[src/rtl/instruction_fetch_pkg.sv]
// Shared fetch-stage definitions: word width, nop and reset constants,
// FSM state encoding, skid-buffer entry layout and the PC increment helper.
// The decoder uses the same NOP_WORD constant.
package instruction_fetch_pkg;

  localparam int unsigned WORD_W = 16;

  typedef logic [WORD_W-1:0] word_t;

  localparam word_t NOP_WORD = 16'h0800;
  localparam word_t RESET_PC = 16'h0000;

  typedef enum logic {
    ST_RUN  = 1'b0,
    ST_FULL = 1'b1
  } fetch_state_t;

  typedef struct packed {
    word_t word;
    word_t pc;
  } fetch_entry_t;

  // PC+1, wrapping modulo 2^16.
  function automatic word_t pc_inc(input word_t p);
    return p + word_t'(1);
  endfunction

endpackage

[src/rtl/instruction_fetch_if.sv]
// Instruction memory read port.
//   mem_req   : level read request (fetch -> memory)
//   mem_addr  : word address, valid while mem_req is high
//   mem_ready : mem_rdata valid this cycle (memory -> fetch)
//   mem_rdata : fetched word
interface instruction_fetch_if;
  import instruction_fetch_pkg::*;

  logic  mem_req;
  word_t mem_addr;
  logic  mem_ready;
  word_t mem_rdata;

  modport master (
    output mem_req,
    output mem_addr,
    input  mem_ready,
    input  mem_rdata
  );

  modport slave (
    input  mem_req,
    input  mem_addr,
    output mem_ready,
    output mem_rdata
  );
endinterface

[src/rtl/fetch_skid_buffer.sv]
// One-entry skid buffer holding a fetched word and its PC+1.
//   clk, rst : clock, synchronous active-low reset
//   load     : capture din, entry becomes full
//   unload   : entry consumed, becomes empty
//   clear    : discard entry (highest priority after reset)
//   dout     : stored entry
//   full     : entry occupied
module fetch_skid_buffer
  import instruction_fetch_pkg::*;
(
  input  logic         clk,
  input  logic         rst,
  input  logic         load,
  input  logic         unload,
  input  logic         clear,
  input  fetch_entry_t din,
  output fetch_entry_t dout,
  output logic         full
);

  always_ff @(posedge clk) begin
    if (!rst || clear) begin
      full <= 1'b0;
    end else if (load) begin
      full <= 1'b1;
    end else if (unload) begin
      full <= 1'b0;
    end
  end

  always_ff @(posedge clk) begin
    if (!rst) begin
      dout <= '0;
    end else if (load && !clear) begin
      dout <= din;
    end
  end

endmodule

[src/rtl/instruction_fetch.sv]
// Instruction fetch stage feeding the decoder.
//   clk, rst     : clock, synchronous active-low reset
//   stall        : hazard unit holds the fetch/decode boundary
//   redirect     : taken jump/branch; flush and reload PC from redirect_pc
//   mem          : instruction memory read port (master side)
//   instruction  : registered word to the decoder (NOP_WORD when empty)
//   if_pc        : PC+1 of instruction
//   valid        : instruction is a real fetched word
module instruction_fetch
  import instruction_fetch_pkg::*;
#(
  parameter word_t RESET_PC_P = RESET_PC,
  parameter word_t NOP_WORD_P = NOP_WORD
) (
  input  logic                  clk,
  input  logic                  rst,
  input  logic                  stall,
  input  logic                  redirect,
  input  word_t                 redirect_pc,
  instruction_fetch_if.master   mem,
  output word_t                 instruction,
  output word_t                 if_pc,
  output logic                  valid
);

  fetch_state_t state;
  word_t        pc;
  logic         req_q;
  logic         xfer;
  logic         buf_load;
  logic         buf_unload;
  logic         buf_full;
  fetch_entry_t buf_in;
  fetch_entry_t buf_out;

  assign mem.mem_req  = req_q;
  assign mem.mem_addr = pc;

  always_comb begin
    xfer       = req_q && mem.mem_ready;
    buf_in     = '{word: mem.mem_rdata, pc: pc_inc(pc)};
    buf_load   = rst && !redirect && (state == ST_RUN) && xfer && stall;
    buf_unload = rst && !redirect && (state == ST_FULL) && !stall;
  end

  fetch_skid_buffer u_skid (
    .clk    (clk),
    .rst    (rst),
    .load   (buf_load),
    .unload (buf_unload),
    .clear  (redirect),
    .din    (buf_in),
    .dout   (buf_out),
    .full   (buf_full)
  );

  always_ff @(posedge clk) begin
    if (!rst) begin
      state       <= ST_RUN;
      pc          <= RESET_PC_P;
      req_q       <= 1'b0;
      instruction <= NOP_WORD_P;
      if_pc       <= RESET_PC_P;
      valid       <= 1'b0;
    end else if (redirect) begin
      // Any same-edge transfer is dropped; the buffer clears itself.
      state       <= ST_RUN;
      pc          <= redirect_pc;
      req_q       <= 1'b1;
      instruction <= NOP_WORD_P;
      if_pc       <= redirect_pc;
      valid       <= 1'b0;
    end else begin
      case (state)
        ST_RUN: begin
          if (xfer) begin
            pc <= pc_inc(pc);
            if (!stall) begin
              instruction <= mem.mem_rdata;
              if_pc       <= pc_inc(pc);
              valid       <= 1'b1;
              req_q       <= 1'b1;
            end else begin
              state <= ST_FULL;
              req_q <= 1'b0;
            end
          end else begin
            req_q <= 1'b1;
            if (!stall) begin
              instruction <= NOP_WORD_P;
              valid       <= 1'b0;
            end
          end
        end
        ST_FULL: begin
          if (!stall) begin
            instruction <= buf_full ? buf_out.word : NOP_WORD_P;
            if_pc       <= buf_full ? buf_out.pc : if_pc;
            valid       <= buf_full;
            state       <= ST_RUN;
            req_q       <= 1'b1;
          end
        end
        default: begin
          state <= ST_RUN;
          req_q <= 1'b1;
        end
      endcase
    end
  end

endmodule

[src/flat_wrapper.sv]
// flat-port wrapper written by rule: the top's interface ports become plain ports
module instruction_fetch_flat import instruction_fetch_pkg::*;
#(
  parameter word_t RESET_PC_P = RESET_PC,
  parameter word_t NOP_WORD_P = NOP_WORD
)
  (clk, rst, stall, redirect, redirect_pc, instruction, if_pc, valid, mem_mem_req, mem_mem_addr, mem_mem_ready, mem_mem_rdata);
  instruction_fetch_if mem_i ();
  input  logic clk;
  input  logic rst;
  input  logic stall;
  input  logic redirect;
  input  word_t redirect_pc;
  output word_t instruction;
  output word_t if_pc;
  output logic valid;
  output wire logic [$bits(mem_i.mem_req)-1:0] mem_mem_req;
  output wire logic [$bits(mem_i.mem_addr)-1:0] mem_mem_addr;
  input wire logic [$bits(mem_i.mem_ready)-1:0] mem_mem_ready;
  input wire logic [$bits(mem_i.mem_rdata)-1:0] mem_mem_rdata;
  assign mem_mem_req = mem_i.mem_req;
  assign mem_mem_addr = mem_i.mem_addr;
  assign mem_i.mem_ready = mem_mem_ready;
  assign mem_i.mem_rdata = mem_mem_rdata;
  instruction_fetch #(.RESET_PC_P(RESET_PC_P), .NOP_WORD_P(NOP_WORD_P)) u_core (.clk(clk), .rst(rst), .stall(stall), .redirect(redirect), .redirect_pc(redirect_pc), .mem(mem_i), .instruction(instruction), .if_pc(if_pc), .valid(valid));
endmodule
[config.mk]
export PLATFORM = sky130hd
export DESIGN_NAME = instruction_fetch_flat
export DESIGN_NICKNAME = d
export VERILOG_FILES = /design/src/rtl/instruction_fetch_pkg.sv /design/src/rtl/instruction_fetch_if.sv /design/src/rtl/fetch_skid_buffer.sv /design/src/rtl/instruction_fetch.sv /design/src/flat_wrapper.sv
export SDC_FILE = /design/constraint.sdc
export NUM_CORES = 1
export LEC_CHECK = 0
export BUFFER_PORTS_ARGS = -buffer_cell sky130_fd_sc_hd__buf_2
export CELL_PAD_IN_SITES_DETAIL_PLACEMENT = 0
export CELL_PAD_IN_SITES_GLOBAL_PLACEMENT = 1
export CORE_MARGIN = 5
export CORE_UTILIZATION = 35
export DETAILED_ROUTE_END_ITERATION = 12
export PLACE_DENSITY_LB_ADDON = 0.1
export REMOVE_ABC_BUFFERS = 1
export SYNTH_ARGS = -nofsm -noshare
export SYNTH_HDL_FRONTEND = slang
export SYNTH_SLANG_ARGS = --single-unit
[constraint.sdc]
create_clock -name clk -period 1.7 [get_ports clk]
set_input_delay 0.085 -clock clk [delete_from_list [all_inputs] [get_ports clk]]
set_output_delay 0.085 -clock clk [all_outputs]
set_load 0.05 [all_outputs]
; After elaboration in Yosys (flattened, before gate mapping)
; Index checks and enable logic that the tools add are counted.
[op_classes]
add_sub_neg = 1
mul = 0
n_div = 0
magnitude_cmp = 0
n_eq_ne = 7
shifts = 0
muxes = 29
n_bitwise = 2
n_reduce_logical = 18
[ops]
columns = cell, count
row1 = $mux 16, 13
row2 = $pmux 16 s2, 2
row3 = $add 16x1->16 const B, 1
row4 = $mux 1, 11
row5 = $ne 3x3->1 const B, 3
row6 = $logic_and 1x1->1, 8
row7 = $ne 2x2->1 const B, 3
row8 = $pmux 1 s2, 3
row9 = $reduce_and 2->1, 2
row10 = $reduce_and 4->1, 1
row11 = $reduce_bool 2->1, 2
row12 = $logic_not 1->1, 3
row13 = $ne 3x2->1 const B, 1
row14 = $not 1->1, 2
row15 = $reduce_or 2->1, 1
row16 = $logic_or 1x1->1, 1
[totals]
ff_bits = 84
latchBits = 0
ramBits = 0
rom_bits = 0
in_bits = 37
memories = 0

; Logic depth before layout (Yosys ltp)
; Gate-level depths: netlist of the first run.
[depth]
ltp_word = 6
mapped_depth = 6

; By module
; A second synthesis of the first run with hierarchy kept.
[hier_totals]
cells_unflattened = 502
area_unflattened_um2 = 4309.1
[modules_own_cells]
columns = module, instances, cells_per_inst, area_each_um2, seq_area_each_um2
row1 = instruction_fetch, 1, 358, 2946.6, 1021.0
row2 = fetch_skid_buffer, 1, 144, 1362.6, 660.6

; Worst setup path before layout of the first run
; No wires, ideal clock.
[synth_timing]
path_kind = flip-flop to flip-flop
startpoint = register u_core.pc[0] (netlist: u_core.mem.mem_addr[0])
endpoint = register u_core.if_pc[12]
arrival_ns = 2.231
required_time_ns = 1.630
path_slack_ns = -0.601
path_stages_with_launch = 6
path_buffers = 0
path_cell_list = dfxtp_1 -> ha_1 -> nand3_1 -> or4_1 -> a311o_1 -> a21oi_1
[synth_via]
elab_chain_cells = 5
[synth_rtl]
columns = item, line_no
row1 = start: declaration, instruction_fetch.sv:27  ; word_t pc;
row2 = start signal: assignment, instruction_fetch.sv:68  ; pc <= redirect_pc;
row3 = start signal: assignment, instruction_fetch.sv:77  ; pc <= pc_inc(pc);
row4 = $add 16x1->16, instruction_fetch_pkg.sv:25  ; return p + word_t'(1);
row5 = $mux 16, instruction_fetch.sv:78  ; if (!stall) begin
row6 = $mux 16, instruction_fetch.sv:76  ; if (xfer) begin
row7 = $pmux 16 s2, instruction_fetch.sv:74  ; case (state)
row8 = $mux 16, instruction_fetch.sv:65  ; end else if (redirect) begin
row9 = end signal: assignment, instruction_fetch.sv:71  ; if_pc <= redirect_pc;
row10 = end signal: assignment, instruction_fetch.sv:80  ; if_pc <= pc_inc(pc);
row11 = end signal: assignment, instruction_fetch.sv:98  ; if_pc <= buf_full ? buf_out.pc : if_pc;
row12 = end: declaration, instruction_fetch.sv:22  ; output word_t if_pc,
; No other way between the ends. The select of a mux whose other input is x is not followed.
; A chain may end at the register's enable or synchronous reset.

; Final worst setup path of the first run
[layout_timing]
startpoint = register u_core.pc[4] (netlist: u_core.mem.mem_addr[4])
endpoint = register u_core.if_pc[11]
; Same word-level chain as after synthesis.

==> results.json, run 1 <==
{
  "diodes": 0,
  "async_reset_ff_frac": 0,
  "globalplace.congestion": 0.803,
  "core_um2": 10800,
  "setup-violations-final": 0,
  "max-cap-violations": 0,
  "clkTransAtPathRegs_ns": 0.08,
  "finalCritPeriodShare": 0.990,
  "routedWlPerCell_um": 17.3,
  "die_h_um": 115,
  "reg2reg_slack_ns": 0.02,
  "grt_overflow_total": 0,
  "clock_latency_ns": 0.37,
  "ios": 87,
  "min_path_type": "in2reg",
  "grt_pass1_vias": 3983,
  "firstDrtPassIters": 4,
  "rsz0062_at_grt": "yes",
  "start_kind": "flip-flop",
  "vdd_ir_drop_max_mv": 0.457,
  "grt_max_degree": 27,
  "finish.instance_area_um2": 5370,
  "root_buffer": "clkbuf_8",
  "rows": 38,
  "max_freq_mhz": 594,
  "dieArea_um2": 13200,
  "yosys.area.top_type": "dfxtp_1",
  "htree_levels": 3,
  "hold_viol_final": 0,
  "tightest_slew_ns": 0.402,
  "viasPerCell": 5.34,
  "critPathSlowestCell": "or4_4",
  "powerDensity_nw_per_um2": 864,
  "max_stage_delay_ns": 0.55,
  "drv_slew": 0,
  "synth_edf_count": 0,
  "synth_commonest_cells": "84 x dfxtp_1, 54 x nand2_1, 38 x a21oi_1",
  "grt_usage": 0.205,
  "period_needed_ns": 1.68,
  "grt_pass1_wl_um": 20800,
  "seq_area_frac_synth": 0.438,
  "cts_max_path_buffers": 2,
  "layout-drive-gt1-share": 0.325,
  "crit_path_max_fanout": 5,
  "syn_avg_cell_area_um2": 8.14,
  "start_util": 0.355,
  "arrival_ns": 1.99,
  "drtIter0Drc": 166,
  "max_slew_margin": 0.729,
  "clock_skew_ns": 0.00554,
  "netlist.area_leader.share": 0.438,
  "fp.dieW_um": 115,
  "ys_ff_latch": 84,
  "cts.sinks": 84,
  "cts_made_buffers": 9,
  "required_ns": 2.01,
  "drcViolationCount": 0,
  "yosys_warnings": 0,
  "crit_chain": "nand4_4 > or4_4 > a311o_1 > a21oi_2",
  "io_buffers": 86,
  "cts_tree": "done",
  "dp_hpwl_um": 9080,
  "p_leak_nw": 2.28,
  "syn_inst": 471,
  "placed_cell_area_um2": 4760,
  "crit_type": "reg2reg",
  "antenna_found_initial": 0,
  "synth_flop_cell": "dfxtp_1",
  "ant_nets": 0,
  "setup_tns_ns": 0,
  "netlist_area_um2": 3830,
  "syn_to_final_growth_pct": 40.1,
  "nets": 650,
  "wirelength_um": 13100,
  "synth.most_common_cell": "dfxtp_1",
  "synth.area.top_cells": "dfxtp_1 44%, nand2_1 5.3%, a21oi_1 5.0%",
  "vias": 4036,
  "end_kind": "flip-flop",
  "fill_cells": 1071,
  "status": "completed",
  "yosys.cell_types.count": 47
}
## cell families after synthesis
kind of cell / Yosys count / share of synthesized area
multiplexers: 2 / 0.00587
AND/OR/NAND/NOR: 187 / 0.240
buffers and inverters: 49 / 0.0499
adder cells (fa/ha/maj): 1 / 0.00326
XOR/XNOR: 18 / 0.0411
AO/OA/AOI/OAI: 130 / 0.221
flip-flops: 84 / 0.438
## per-layer routing
metal	wire (um)	GRT usage	up-vias	share of wire
met5	0	0	-	0
met3	766	0.0407	25	0.058
met1	5950	0.262	1902	0.45
met4	331	0.0911	0	0.025
li1	-	-	2000	-
met2	6060	0.332	109	0.46
## cells in the final DEF (no fill, tap or decap), types with 4 or more instances in the layout
| cell type | instances |
|---|---|
| a31oi_1 | 9 |
| o32ai_1 | 4 |
| nand3_1 | 34 |
| a311o_1 | 4 |
| buf_4 | 58 |
| nor3_1 | 30 |
| dfxtp_1 | 75 |
| a211oi_1 | 5 |
| xnor2_1 | 13 |
| dfxtp_2 | 7 |
| o21ai_1 | 5 |
| buf_2 | 87 |
| a31o_2 | 5 |
| nor2_1 | 31 |
| inv_1 | 4 |
| or4_4 | 4 |
| dlygate4sd3_1 | 19 |
| and2_1 | 5 |
| clkbuf_8 | 11 |
| a21oi_1 | 36 |
| nand2_1 | 54 |
| o31ai_1 | 6 |
| o21ai_0 | 24 |
| xor2_1 | 5 |
| buf_12 | 4 |
| a221oi_1 | 15 |
| and4_1 | 4 |
| nor4_1 | 6 |
## what timing repair did
| item | CTS | global route |
|---|---|---|
| hold buffers | 19 | 0 |
| gates cloned | 1 | 1 |
| setup buffers | 5 | 3 |
| endpoints found under the setup margin | 6 | 11 |
| pin swaps | 5 | 9 |
| resized for setup | 14 | 17 |
| hold endpoints to repair | 19 | 0 |
## final timing paths
kind                                             from                                    to  cells after the start
setup / recovery  u_core.mem.mem_addr[4]$_SDFFE_PN0P_         u_core.if_pc[11]$_SDFFE_PN0P_                      4
setup reg to reg  u_core.mem.mem_addr[4]$_SDFFE_PN0P_         u_core.if_pc[11]$_SDFFE_PN0P_                      4
hold / removal                        redirect_pc[15]  u_core.mem.mem_addr[15]$_SDFFE_PN0P_                      3
hold reg to reg   u_core.u_skid.dout[31]$_SDFFE_PN0P_   u_core.u_skid.dout[31]$_SDFFE_PN0P_                      2
## per-stage QoR
step	instances	worst slack, ns	hold WS (ns)	power [mW]	utilization
floorplan	429	-1.04	0.184	2.65	-
global placement	712	-0.0396	0.288	2.99	0.441
detailed placement	712	-0.0686	0.294	3.00	0.441
CTS	752	0.00468	0.00118	4.69	0.489
global route	756	-0.0502	0.0603	4.87	0.498
finish	756	0.0166	0.0135	4.64	0.498
## critical path, delay by kind of cell (launching register included)
family             cells  cell delay, ns
and+or+nand+nor        2            0.73
AOI/OAI and AO/OA      2            0.49
DFF                    1            0.40
## sequential cells by signal, indices dropped and copies added, names as in the netlist
register,count
u_core.if_pc,16
u_core.mem.mem_req,1
u_core.u_skid.dout,32
u_core.instruction,16
u_core.u_skid.full,1
u_core.valid,1
u_core.state,1
u_core.mem.mem_addr,16
## power breakdown
part           total, mW  internal, mW  switching, mW
clock network       1.63         0.897          0.735
registers           2.12          2.05         0.0644
logic              0.895         0.313          0.582
total               4.64          3.26           1.38
## layout make-up
| class | instances | area (um^2) | area share |
|---|---|---|---|
| flip-flops and latches | 84 | 1700 | 0.316 |
| well taps | 140 | 175 | 0.0326 |
| repair buffers | 171 | 1170 | 0.219 |
| inverters | 7 | 26.3 | 0.00489 |
| clock buffers | 11 | 151 | 0.0282 |
| multi-input cells | 339 | 2070 | 0.386 |
| clock inverters | 4 | 72.6 | 0.0135 |
Power figures use the tool's default switching activity.
==> run 2, diff against run 1 <==
--- a/config.mk
+++ b/config.mk
@@ -5,12 +5,14 @@
 export SDC_FILE = /design/constraint.sdc
 export NUM_CORES = 1
 export LEC_CHECK = 0
+export ABC_CLOCK_PERIOD_IN_PS = 2050
 export BUFFER_PORTS_ARGS = -buffer_cell sky130_fd_sc_hd__buf_2
 export CELL_PAD_IN_SITES_DETAIL_PLACEMENT = 0
 export CELL_PAD_IN_SITES_GLOBAL_PLACEMENT = 1
 export CORE_MARGIN = 5
-export CORE_UTILIZATION = 35
+export CORE_UTILIZATION = 40
 export DETAILED_ROUTE_END_ITERATION = 12
+export MAX_ROUTING_LAYER = met4
 export PLACE_DENSITY_LB_ADDON = 0.1
 export REMOVE_ABC_BUFFERS = 1
 export SYNTH_ARGS = -nofsm -noshare
==> constraint.sdc (replaced) <==
create_clock -name clk -period 2.05 [get_ports clk]
set_input_delay 0.1025 -clock clk [delete_from_list [all_inputs] [get_ports clk]]
set_output_delay 0.1025 -clock clk [all_outputs]
set_load 0.05 [all_outputs]
==> run 2 against run 1 <==
Compared with the run above: clock skew increased by 0.0057 ns; power decreased by 24%; clock power decreased by 33%; wire length decreased by 12%; sequential power decreased by 17%; final cell count decreased by 6.0%; first-iteration DRC count decreased by 17%; sequential share of layout area increased by 2.9 points; non-clock buffer count decreased by 34; largest cell class unchanged; highest routed layer unchanged.
==> results.json, run 2 (synthesis gave the netlist of run 1 again) <==
{
  "max_stage_delay_ns": 0.58,
  "rsz0062_at_grt": "no",
  "grt_pass1_vias": 3660,
  "cts_max_path_buffers": 2,
  "r2r_start": "u_core.mem.mem_addr[6]$_SDFFE_PN0P_",
  "required_ns": 2.33,
  "start_kind": "flip-flop",
  "drcViolationCount": 0,
  "fp.dieW_um": 108,
  "final_cell_mix": "86 x buf_2, 83 x dfxtp_1, 54 x nand2_1",
  "wirelength_um": 11600,
  "max_freq_mhz": 527,
  "antenna_found_initial": 0,
  "dp_hpwl_um": 8060,
  "die_h_um": 108,
  "max_slew_margin": 0.584,
  "core_um2": 9280,
  "setup-violations-final": 0,
  "cts_made_buffers": 9,
  "syn_to_final_growth_pct": 27.2,
  "post-cts-setup-buffer-count": 0,
  "hold_viol_final": 0,
  "clock_skew_ns": 0.0113,
  "largest-register": "u_core.u_skid.dout",
  "period_needed_ns": 1.90,
  "io_buffers": 86,
  "arrival_ns": 2.18,
  "rows": 35,
  "root_buffer": "clkbuf_8",
  "globalplace.congestion": 0.813,
  "diodes": 0,
  "reg2reg_to": "u_core.if_pc[12]$_SDFFE_PN0P_",
  "htree_levels": 3,
  "grt_pass1_wl_um": 18500,
  "p_leak_nw": 2.03,
  "dieArea_um2": 11600,
  "routedWlPerCell_um": 16.3,
  "min-delay-start": "redirect_pc[6]",
  "finalCritPeriodShare": 0.925,
  "grt_overflow_total": 0,
  "ant_nets": 0,
  "status": "completed",
  "cts_tree": "done",
  "startpoint": "u_core.mem.mem_addr[6]$_SDFFE_PN0P_",
  "post-route-util": 0.526,
  "min_path_type": "in2reg",
  "vias": 3851,
  "power_mw": 3.52,
  "hold_depth": 3,
  "tightest_slew_ns": 0.623,
  "clkTransAtPathRegs_ns": 0.09,
  "max-cap-violations": 0,
  "end_kind": "flip-flop",
  "clock_latency_ns": 0.35,
  "worst_slack_ns": 0.153,
  "grt_max_degree": 49,
  "firstDrtPassIters": 7,
  "grt_usage": 0.208,
  "nets": 615,
  "crit_path_max_fanout": 14,
  "dp_slack_ns": 0.173,
  "crit_chain": "nand4_4 > or4_1 > a311o_1 > a21oi_1",
  "worstHoldEndpoint": "u_core.mem.mem_addr[6]$_SDFFE_PN0P_",
  "crit_type": "reg2reg",
  "viasPerCell": 5.42,
  "largest_reg_flops": 32,
  "worst-r2r-cell-count": 4,
  "vdd_ir_drop_max_mv": 0.313,
  "layout_commonest_cell": "buf_2",
  "layout-drive-gt1-share": 0.256,
  "drtIter0Drc": 137,
  "critPathSlowestCell": "or4_1",
  "start_util": 0.413,
  "powerDensity_nw_per_um2": 721,
  "reg2reg_slack_ns": 0.15,
  "whs_ns": 0.0322,
  "ios": 87,
  "drv_slew": 0,
  "cts.sinks": 84
}
==> run 2: cell types whose count changed in the layout (fill, tap and decap cells not counted), moves of 3 or more <==
cell           delta
buf_4            -24
dfxtp_1           +8
dfxtp_2           -6
or4_1             +4
or4_4             -4
buf_12            -3
buf_6             -3
dlygate4sd3_1     -3
==> run 2: how the worst max path moves through the flow <==
stage / endpoint / slack, ns
2_1_floorplan: u_core.u_skid.dout[10]$_SDFFE_PN0P_ / -0.69
3_3_place_gp: u_core.if_pc[11]$_SDFFE_PN0P_ / 0.23
3_5_place_dp: u_core.if_pc[15]$_SDFFE_PN0P_ / 0.17
4_1_cts: u_core.if_pc[10]$_SDFFE_PN0P_ / 0.15
5_1_grt: u_core.if_pc[10]$_SDFFE_PN0P_ / 0.03
6_report: u_core.if_pc[12]$_SDFFE_PN0P_ / 0.15
==> run 2: timing repair <==
action | CTS | global route
hold buffers | 16 | 0
endpoints found under the setup margin | 0 | 2
endpoints found under the hold margin | 16 | 0
gates resized for setup | 0 | 1
==> run 2: layer usage <==
| layer | global-route usage | vias to the layer above | share of wire |
|---|---|---|---|
| met5 | - | - | 0 |
| met4 | 0.0568 | 0 | 0.013 |
| met3 | 0.0318 | 16 | 0.045 |
| met2 | 0.345 | 118 | 0.48 |
| met1 | 0.263 | 1790 | 0.46 |
| li1 | - | 1927 | - |
==> run 2: power by group <==
group / switching (mW) / internal (mW) / leakage (nW) / total [mW]
registers: 0.0608 / 1.70 / 0.688 / 1.76
clock network: 0.644 / 0.449 / 0.0791 / 1.09
logic: 0.443 / 0.219 / 1.26 / 0.663
total: 1.15 / 2.37 / 2.03 / 3.52
==> run 2: critical path, delay by kind of cell, from the launching register on <==
kind	cells	cell delay [ns]
compound gates	2	0.50
flops	1	0.50
simple gates	2	0.83
==> run 2: per-stage QoR <==
stage	TNS [ns]	instance area (um^2)	instances
2_1_floorplan	-22.47	3670	429
3_3_place_gp	0	4540	679
3_5_place_dp	0	4540	679
4_1_cts	0	4880	711
5_1_grt	0	4880	711
6_report	0	4880	711
==> run 2: final cells by class <==
class	count	area [um^2]
timing repair buffer	137	866
inverter	7	26.3
multi-input combinational	338	1970
clock buffer	10	128
clock inverter	6	48.8
sequential	84	1680
tap	129	161
fill	913	4400
==> run 3, diff against run 2 <==
--- a/config.mk
+++ b/config.mk
@@ -13,7 +13,7 @@
 export CORE_UTILIZATION = 40
 export DETAILED_ROUTE_END_ITERATION = 12
 export MAX_ROUTING_LAYER = met4
-export PLACE_DENSITY_LB_ADDON = 0.1
+export PLACE_DENSITY = 0.82
 export REMOVE_ABC_BUFFERS = 1
 export SYNTH_ARGS = -nofsm -noshare
 export SYNTH_HDL_FRONTEND = slang
==> run 3 against run 2 <==
Compared with the run above: clock power grew 28%; utilization grew 0.44 points; non-clock buffer count decreased by 3; first-iteration DRC count is 80% higher; worst setup slack worse by 0.0022 ns.
==> results.json, run 3 (synthesis gave the netlist of run 1 again) <==
{
  "power_frac_comb": 0.172,
  "setup-violations-final": 0,
  "min_path_type": "in2reg",
  "dieArea_um2": 11600,
  "grt_pass1_wl_um": 18700,
  "layout_commonest_cell": "buf_2",
  "internal-power_mw": 2.73,
  "dp_hpwl_um": 8140,
  "ios": 87,
  "start_util": 0.413,
  "max_freq_mhz": 527,
  "grt_max_degree": 49,
  "syn_to_final_growth_pct": 28.3,
  "clock_latency_ns": 0.35,
  "dp_cells": 676,
  "cts.sinks": 84,
  "critical_path.top_delay_family": "simple AND/OR/NAND/NOR gates",
  "power_mw": 3.83,
  "tightest_slew_ns": 0.455,
  "cts_tree": "done",
  "period_needed_ns": 1.90,
  "crit_type": "reg2reg",
  "powerDensity_nw_per_um2": 778,
  "finalCritPeriodShare": 0.927,
  "drtIter0Drc": 246,
  "p_leak_nw": 2.05,
  "grt_overflow_total": 0,
  "grt_pass1_vias": 3796,
  "max_stage_delay_ns": 0.50,
  "path_buf_inv": 0,
  "max-cap-violations": 0,
  "vdd_ir_drop_max_mv": 0.506,
  "largest-register": "u_core.u_skid.dout",
  "diodes": 0,
  "cts_made_buffers": 9,
  "io_buffers": 86,
  "die_h_um": 108,
  "routedWlPerCell_um": 16.5,
  "hold_viol_final": 0,
  "setup_tns_ns": 0,
  "p_seq_frac": 0.461,
  "start_kind": "flip-flop",
  "fill_cells": 913,
  "status": "completed",
  "rows": 35,
  "vias": 3862,
  "layout-drive-gt1-share": 0.254,
  "clkPwrFrac": 0.367,
  "reg2reg_slack_ns": 0.15,
  "finalNonFillerCells": 708,
  "critPathSlowestCell": "dfxtp_1",
  "drv_slew": 0,
  "firstDrtPassIters": 4,
  "wirelength_um": 11700,
  "end_kind": "flip-flop",
  "viasPerCell": 5.45,
  "max_slew_margin": 0.696,
  "globalplace.congestion": 0.858,
  "clkTransAtPathRegs_ns": 0.09,
  "cts_max_path_buffers": 2,
  "largest_reg_flops": 32,
  "fp.dieW_um": 108,
  "htree_levels": 3,
  "arrival_ns": 2.15,
  "required_ns": 2.30,
  "clock_skew_ns": 0.00746,
  "core_um2": 9280,
  "antenna_found_initial": 0,
  "post-cts-setup-buffer-count": 0,
  "ant_nets": 0,
  "p_sw_frac": 0.287,
  "root_buffer": "clkbuf_8",
  "crit_chain": "nand4_1 > nor4_2 > mux2_2 > o32ai_1",
  "power.switching_mw": 1.10,
  "drcViolationCount": 0,
  "grt_usage": 0.208,
  "rsz0062_at_grt": "no",
  "final_cell_mix": "86 x buf_2, 82 x dfxtp_1, 54 x nand2_1",
  "nets": 612,
  "crit_path_max_fanout": 9
}
## run 3: metrics by stage
step                      utilization  worst slack, ns  hold WS (ns)  area (um^2)
after global routing            0.530           0.0240        0.0250         4920
after floorplan                     -           -0.687         0.201         3670
after detailed placement        0.487            0.123         0.314         4520
after CTS                       0.530            0.115        0.0224         4920
after global placement          0.487            0.223         0.306         4520
final                           0.530            0.151        0.0376         4920
## run 3: worst paths after layout
path / cells after the start / to / startpoint
hold / removal: 3 / u_core.mem.mem_addr[7]$_SDFFE_PN0P_ / redirect_pc[7]
setup / recovery: 4 / u_core.if_pc[15]$_SDFFE_PN0P_ / u_core.mem.mem_addr[8]$_SDFFE_PN0P_
setup reg to reg: 4 / u_core.if_pc[15]$_SDFFE_PN0P_ / u_core.mem.mem_addr[8]$_SDFFE_PN0P_
hold reg to reg: 2 / u_core.valid$_SDFFE_PP0P_ / u_core.valid$_SDFFE_PP0P_
## run 3: what timing repair did
item                                    CTS  global route
gates resized for setup                   0             2
hold endpoints to repair                 16             0
endpoints found under the setup margin    0             3
hold buffers                             16             0
## run 3: final cells by class
cell class                 count  area [um^2]  area share
sequential                    84         1680       0.342
multi-input combinational    338         1970       0.400
timing repair buffer         134          843       0.171
tap                          129          161      0.0328
clock buffer                  10          128      0.0259
clock inverter                 6          111      0.0226
inverter                       7         26.3     0.00534
## run 3: power groups by stage
stage / combinational, mW / sequential [mW] / clock (mW)
2_1_floorplan: 0.196 / 2.00 / 0
3_3_place_gp: 0.630 / 1.80 / 0
3_5_place_dp: 0.635 / 1.80 / 0
4_1_cts: 0.660 / 1.76 / 1.44
5_1_grt: 0.706 / 1.78 / 1.52
6_report: 0.658 / 1.77 / 1.40
## run 3: per-layer routing
| layer | track usage | part of all wire | up-vias |
|---|---|---|---|
| li1 | - | - | 1915 |
| met5 | - | 0 | - |
| met3 | 0.0474 | 0.054 | 15 |
| met2 | 0.334 | 0.46 | 121 |
| met1 | 0.260 | 0.47 | 1811 |
| met4 | 0.0667 | 0.014 | 0 |
## run 3: worst reg2reg max path: stages, from the launching register on
cell     delay (ns)
dfxtp_1        0.50
nand4_1        0.30
nor4_2         0.37
mux2_2         0.38
o32ai_1        0.26
